**src/rtl/mult_pkg.sv**
```systemverilog
// Shared types and helpers for the elastic multiplier writeback pipe.
// Holds the default payload widths, the payload struct at those widths,
// and width helpers used to size the flat per-stage payload and occupancy.
package mult_pkg;

    localparam int unsigned DATA_W = 32;
    localparam int unsigned ADDR_W = 5;
    localparam int unsigned PC_W   = 32;

    // Writeback payload at default widths; field order matches the flat stage vector.
    typedef struct packed {
        logic [DATA_W-1:0] data;
        logic [ADDR_W-1:0] addr;
        logic              we;
        logic [PC_W-1:0]   instr;
        logic [PC_W-1:0]   pc;
    } mult_payload_t;

    // Bits needed to count 0..stages valid entries.
    function automatic int unsigned occ_w(input int unsigned stages);
        return $clog2(stages + 1);
    endfunction

    // Flat payload width for arbitrary field widths.
    function automatic int unsigned payload_w(input int unsigned dw,
                                              input int unsigned aw,
                                              input int unsigned pw);
        return dw + aw + 1 + 2 * pw;
    endfunction

endpackage

```
**src/rtl/mult_pipe_stage.sv**
```systemverilog
// One elastic pipe stage: valid bit plus payload register.
// Ports:
//   clk_i, rst_i    clock, async active-high reset
//   kill_i          synchronous flush of this stage
//   up_valid_i      upstream entry valid
//   up_payload_i    upstream payload
//   dn_ready_i      downstream can take this stage's entry
//   up_ready_c      combinational: this stage can load this cycle
//   valid_o         stage holds a valid entry
//   payload_o       stage payload (zero when empty)
module mult_pipe_stage #(
    parameter int unsigned PW = 1
) (
    input  logic          clk_i,
    input  logic          rst_i,
    input  logic          kill_i,
    input  logic          up_valid_i,
    input  logic [PW-1:0] up_payload_i,
    input  logic          dn_ready_i,
    output logic          up_ready_c,
    output logic          valid_o,
    output logic [PW-1:0] payload_o
);

    logic          v_q, v_d;
    logic [PW-1:0] p_q, p_d;

    // Empty stage always accepts, so bubbles collapse under a downstream stall.
    assign up_ready_c = !v_q || dn_ready_i;

    // Next state: kill wins; otherwise load when ready, clearing payload when emptied.
    always_comb begin
        v_d = v_q;
        p_d = p_q;
        if (kill_i) begin
            v_d = 1'b0;
            p_d = '0;
        end else if (up_ready_c) begin
            v_d = up_valid_i;
            p_d = up_valid_i ? up_payload_i : '0;
        end
    end

    always_ff @(posedge clk_i or posedge rst_i) begin
        if (rst_i) begin
            v_q <= 1'b0;
            p_q <= '0;
        end else begin
            v_q <= v_d;
            p_q <= p_d;
        end
    end

    assign valid_o   = v_q;
    assign payload_o = p_q;

endmodule

```
**src/rtl/mult_elastic_pipe.sv**
```systemverilog
// Elastic register chain carrying multiplier writeback payload to integer writeback.
// Ports:
//   clk_i, rst_i, kill_i          clock, async active-high reset, sync flush
//   in_valid_i/in_*_i/in_ready_o  upstream ready/valid handshake and payload
//   out_valid_o/out_*_o/out_ready_i  last-stage payload and writeback handshake
//   query_a_i/query_b_i, hit_a_o/hit_b_o  destination-hazard queries (combinational)
//   occupancy_o                   number of valid stages
module mult_elastic_pipe
    import mult_pkg::occ_w, mult_pkg::payload_w;
#(
    parameter  int unsigned STAGES = 5,
    parameter  int unsigned DATA_W = mult_pkg::DATA_W,
    parameter  int unsigned ADDR_W = mult_pkg::ADDR_W,
    parameter  int unsigned PC_W   = mult_pkg::PC_W,
    localparam int unsigned OCC_W  = occ_w(STAGES)
) (
    input  logic              clk_i,
    input  logic              rst_i,
    input  logic              kill_i,
    input  logic              in_valid_i,
    input  logic [DATA_W-1:0] in_data_i,
    input  logic [ADDR_W-1:0] in_addr_i,
    input  logic              in_we_i,
    input  logic [PC_W-1:0]   in_instr_i,
    input  logic [PC_W-1:0]   in_pc_i,
    output logic              in_ready_o,
    output logic              out_valid_o,
    output logic [DATA_W-1:0] out_data_o,
    output logic [ADDR_W-1:0] out_addr_o,
    output logic              out_we_o,
    output logic [PC_W-1:0]   out_instr_o,
    output logic [PC_W-1:0]   out_pc_o,
    input  logic              out_ready_i,
    input  logic [ADDR_W-1:0] query_a_i,
    input  logic [ADDR_W-1:0] query_b_i,
    output logic              hit_a_o,
    output logic              hit_b_o,
    output logic [OCC_W-1:0]  occupancy_o
);

    // Flat payload layout: {data, addr, we, instr, pc}, pc in the LSBs.
    localparam int unsigned PW       = payload_w(DATA_W, ADDR_W, PC_W);
    localparam int unsigned INSTR_LO = PC_W;
    localparam int unsigned WE_B     = 2 * PC_W;
    localparam int unsigned ADDR_LO  = WE_B + 1;
    localparam int unsigned DATA_LO  = ADDR_LO + ADDR_W;
    localparam int unsigned LAST     = STAGES - 1;

    logic [STAGES:0]   rdy_c;
    logic [STAGES-1:0] v;
    logic [PW-1:0]     pay [STAGES];
    logic [PW-1:0]     in_payload;
    logic              hit_a_c, hit_b_c;
    logic [OCC_W-1:0]  occ_c;

    assign in_payload    = {in_data_i, in_addr_i, in_we_i, in_instr_i, in_pc_i};
    assign rdy_c[STAGES] = out_ready_i;

    // Stage chain; ready ripples combinationally from writeback back to stage 0.
    for (genvar k = 0; k < STAGES; k++) begin : g_stage
        logic          up_v;
        logic [PW-1:0] up_p;
        if (k == 0) begin : g_head
            assign up_v = in_valid_i;
            assign up_p = in_payload;
        end else begin : g_body
            assign up_v = v[k-1];
            assign up_p = pay[k-1];
        end

        mult_pipe_stage #(.PW(PW)) u_stage (
            .clk_i        (clk_i),
            .rst_i        (rst_i),
            .kill_i       (kill_i),
            .up_valid_i   (up_v),
            .up_payload_i (up_p),
            .dn_ready_i   (rdy_c[k+1]),
            .up_ready_c   (rdy_c[k]),
            .valid_o      (v[k]),
            .payload_o    (pay[k])
        );
    end

    // Hazard lookup over every stage; register 0 never reports a hazard.
    always_comb begin
        hit_a_c = 1'b0;
        hit_b_c = 1'b0;
        for (int unsigned k = 0; k < STAGES; k++) begin
            if (v[k] && pay[k][WE_B]) begin
                if (pay[k][ADDR_LO +: ADDR_W] == query_a_i && query_a_i != '0) hit_a_c = 1'b1;
                if (pay[k][ADDR_LO +: ADDR_W] == query_b_i && query_b_i != '0) hit_b_c = 1'b1;
            end
        end
    end

    // Popcount of stage valids.
    always_comb begin
        occ_c = '0;
        for (int unsigned k = 0; k < STAGES; k++) begin
            occ_c = occ_c + OCC_W'(v[k]);
        end
    end

    assign in_ready_o  = rdy_c[0];
    assign out_valid_o = v[LAST];
    assign out_data_o  = pay[LAST][DATA_LO +: DATA_W];
    assign out_addr_o  = pay[LAST][ADDR_LO +: ADDR_W];
    assign out_we_o    = v[LAST] && pay[LAST][WE_B];
    assign out_instr_o = pay[LAST][INSTR_LO +: PC_W];
    assign out_pc_o    = pay[LAST][PC_W-1:0];
    assign hit_a_o     = hit_a_c;
    assign hit_b_o     = hit_b_c;
    assign occupancy_o = occ_c;

endmodule

```
**config.mk**
```make
export PLATFORM = sky130hd
export DESIGN_NAME = mult_elastic_pipe
export DESIGN_NICKNAME = d
export VERILOG_FILES = /design/src/rtl/mult_pkg.sv /design/src/rtl/mult_pipe_stage.sv /design/src/rtl/mult_elastic_pipe.sv
export SDC_FILE = /design/constraint.sdc
export NUM_CORES = 1
export LEC_CHECK = 0
export CORE_UTILIZATION = 55
export DETAILED_ROUTE_END_ITERATION = 12
export GPL_TIMING_DRIVEN = 0
export PLACE_DENSITY_LB_ADDON = 0.08
export SLEW_MARGIN = 20
export SYNTH_ARGS = -nofsm -noshare
export SYNTH_HDL_FRONTEND = slang
export SYNTH_SLANG_ARGS = --single-unit
```
**constraint.sdc**
```tcl
create_clock -name clk_i -period 22.5 [get_ports clk_i]
set_input_delay 2.25 -clock clk_i [delete_from_list [all_inputs] [get_ports clk_i]]
set_output_delay 2.25 -clock clk_i [all_outputs]
set_load 0.01 [all_outputs]
```
==> impl_metrics.py <==
metrics = {
    "power_and_ir_drop": {
        "switching_share_pct": 20.9,
        "pwr-share-clk_pct": 44.3,
        "p_switching_mw": 0.380,
        "p_comb_share_pct": 3.9,
        "p_seq_share_pct": 51.8,
        "p_int_mw": 1.44,
        "cellLeakagePower_nw": 11.6,
        "vdd_drop_max_mv": 0.0681,
        "power_density_mw_per_mm2": 74.5,
    },
    "hold_path": {
        "hold_depth": 2,
        "hold_end": "g_stage[1].u_stage.payload_o[82]",
        "holdCritPathClass": "flop to flop",
        "hp-start": "g_stage[1].u_stage.payload_o[82]",
    },
    "timing": {
        "setup_viol": 0,
        "relSlewSlack_pct": 30.4,
        "hold_viol": 0,
        "max_freq_ghz": 0.157,
        "period_needed_ps": 6350,
        "setup-tns-final_ps": 0,
        "fin_skew_ps": 11.4,
        "rsz0062_at_grt": "false",
        "worst_slew_pin_slew_ps": 1040,
        "timing.final.crit_share_pct": 28.2,
        "drv_slew": 0,
    },
    "outcome": {
        "status": "finished, final reports clean",
    },
    "worst_setup_path": {
        "r2r_start": "g_stage[4].u_stage.valid_o",
        "reg2reg_setup_slack_ps": 19630,
        "crit_fanout": 6,
        "reg2reg_depth": 7,
        "cp.arrival_ps": 4100,
        "cp_data_required_time_ps": 20250,
        "end_kind": "primary output",
        "rr_endpoint": "g_stage[1].u_stage.payload_o[26]",
        "critPathKind": "primary input to primary output",
        "startpoint_type": "primary input",
    },
    "global_route": {
        "track_usage_pct": 25.0,
        "grt_antenna_before_repair": 4,
        "grt_overflow": 0,
        "grt_max_degree": 109,
        "first_global_vias": 13100,
        "grt_pass1_wl_mm": 70.6,
    },
    "drt": {
        "drc": 0,
        "vias": 13000,
        "wl_per_cell_um": 18.8,
        "wirelength_mm": 44.0,
        "drtIter0Drc": 718,
        "dr.pass1.iters": 5,
        "viasPerCell": 5.57,
        "antenna_left": 0,
    },
    "logic_synthesis": {
        "ys_types": 37,
        "synth_warnings": 0,
        "synth_seq_area_share_pct": 64.7,
        "netlist_area_mm2": 0.0199,
        "syn_avg_cell_area_um2": 12.7,
        "synth.ff_latch_count": 515,
        "syn-instance-count": 1570,
        "syn_nets": 1690,
    },
    "floorplan": {
        "initial_utilization_pct": 56.0,
        "die_y_um": 192,
        "die_x_um": 192,
        "dieArea_mm2": 0.0370,
        "ios": 226,
        "num_rows": 69,
        "coreArea_mm2": 0.0356,
    },
    "final_layout": {
        "utilization_pct": 68.6,
        "area_growth_syn_to_layout_pct": 22.5,
        "design_area_mm2": 0.0244,
        "fillerInstances": 2647,
        "final_nets": 1961,
        "drive_above_1_share_pct": 12.4,
    },
    "clock_tree": {
        "cts_tree": "built",
        "cts.sinks": 515,
        "numCtsBuffers": 49,
        "clkLatencyLatePin_ps": 560,
        "clk_path_buf_depth": 3,
        "cts.repair.resized": 0,
        "clk_pin_slew_ps": 60,
        "cts-root-buf": "clkbuf_16",
        "htreeDepth": 2,
        "ctsHoldBuffers": 0,
        "post_cts_buffers": 0,
    },
    "run": {
        "drv_cap": 0,
    },
    "placement": {
        "dp_hpwl_mm": 31.3,
        "port_buffers": 215,
        "gp_congestion": 0.825,
        "place_area_mm2": 0.0228,
    },
}
## cell families after synthesis
group                      after synthesis  synth area share (%)
AOI/OAI and AO/OA                      519                  20.9
xor gates and xnor gates                48                  2.11
adders and majority gates                3                 0.264
buffers and inverters                  239                  6.95
DFF                                    515                  64.7
and+or+nand+nor                        246                  5.14
## per-stage QoR
step	hold WS, ps	cells	power (mW)	setup WS [ps]
2_1_floorplan	451	1570	0.995	5870
3_3_place_gp	462	2246	1.03	1110
3_5_place_dp	471	2251	1.03	16160
4_1_cts	484	2339	1.83	16170
5_1_grt	494	2343	1.88	16090
6_report	475	2343	1.82	16150
## sequential cells by signal, summed over array words and instances (netlist names)
| name | count |
|---|---|
| g_stage.u_stage.payload_o | 510 |
| g_stage.u_stage.valid_o | 5 |
## area by class of cell
type | instances | area, um2 | area share, %
antenna | 4 | 10.0 | 0.0410
buffer | 235 | 1370 | 5.61
clock buffer | 74 | 1460 | 5.99
clock inverter | 14 | 129 | 0.528
inverter | 4 | 22.5 | 0.0923
multi-input combinational | 816 | 5650 | 23.2
sequential | 515 | 12900 | 52.8
tap | 461 | 577 | 2.36
timing repair buffer | 220 | 2290 | 9.38
## layout by cell type (no fill, tap or decap), drive strengths merged, types with 2 or more instances in the layout
master | netlist | layout
dfrtp | 515 | 515
a22o | 406 | 406
clkdlybuf4s50 | 0 | 215
nand2 | 206 | 206
clkbuf | 85 | 159
buf | 150 | 155
o21ai | 104 | 104
xor2 | 35 | 35
xnor2 | 13 | 13
nand4 | 9 | 9
clkinv | 0 | 9
nor4 | 8 | 8
nand2b | 5 | 5
nor2 | 5 | 5
inv | 4 | 5
diode | 0 | 4
nand3 | 3 | 3
nor2b | 2 | 2
a32o | 2 | 2
or4 | 2 | 2
o22a | 2 | 2
or2 | 2 | 2
fa | 2 | 2
clkinvlp | 0 | 2
bufinv | 0 | 2
nor3 | 2 | 2
## power groups by stage
stage          Combinational, mW  Clock (mW)  Sequential [mW]
2_1_floorplan             0.0373           0            0.957
3_3_place_gp              0.0675           0            0.960
3_5_place_dp              0.0724           0            0.959
4_1_cts                   0.0726       0.817            0.942
5_1_grt                   0.0785       0.856            0.943
6_report                  0.0709       0.805            0.942
## metal layers
metal	track usage (%)	up-vias	routed length [um]
li1	-	6157	-
met3	3.44	92	1620
met5	0	-	0
met1	33.5	6492	19000
met2	41.3	299	21700
met4	10.2	0	1640
## worst max path at each step
stage / from / to / slack [ps] / depth (start not counted)
finish: query_a_i[4] / hit_a_o / 16150 / 7
global route: query_a_i[4] / hit_a_o / 16090 / 6
CTS: query_a_i[4] / hit_a_o / 16170 / 6
detailed placement: query_a_i[4] / hit_a_o / 16160 / 6
global placement: rst_i / g_stage[0].u_stage.payload_o[15] / 1110 / 2
floorplan: rst_i / g_stage[0].u_stage.payload_o[0] / 5870 / 1
## synthesized netlist by cell type (all sizes together)
cell	number	area (um2)
o21ai	104	521
xnor2	13	114
clkbuf	85	319
o22a	2	17.5
dfrtp	515	12900
nor2	5	21.3
nor3	2	15.0
ha	1	12.5
and3b	1	8.76
a32o	2	20.0
o31ai	1	7.51
a21oi	1	5.00
nand3	3	20.0
or4	2	15.0
o221ai	1	8.76
or2	2	12.5
nor4	8	50.1
a221o	1	10.0
a22o	406	3560
buf	150	1050
xor2	35	307
nand2	206	776
nand2b	5	31.3
inv	4	15.0
nor2b	2	12.5
fa	2	40.0
nand4	9	56.3
o41ai	1	8.76
and3	1	6.26
## critical path, cell delays in order
cell             delay (ps)
clkbuf_1                330
xor2_1                  120
nor4_1                  360
nand4_1                 210
o41ai_1                 110
o22a_1                  180
clkdlybuf4s50_1         540
No activity file was read; power rests on OpenSTA's default activity.
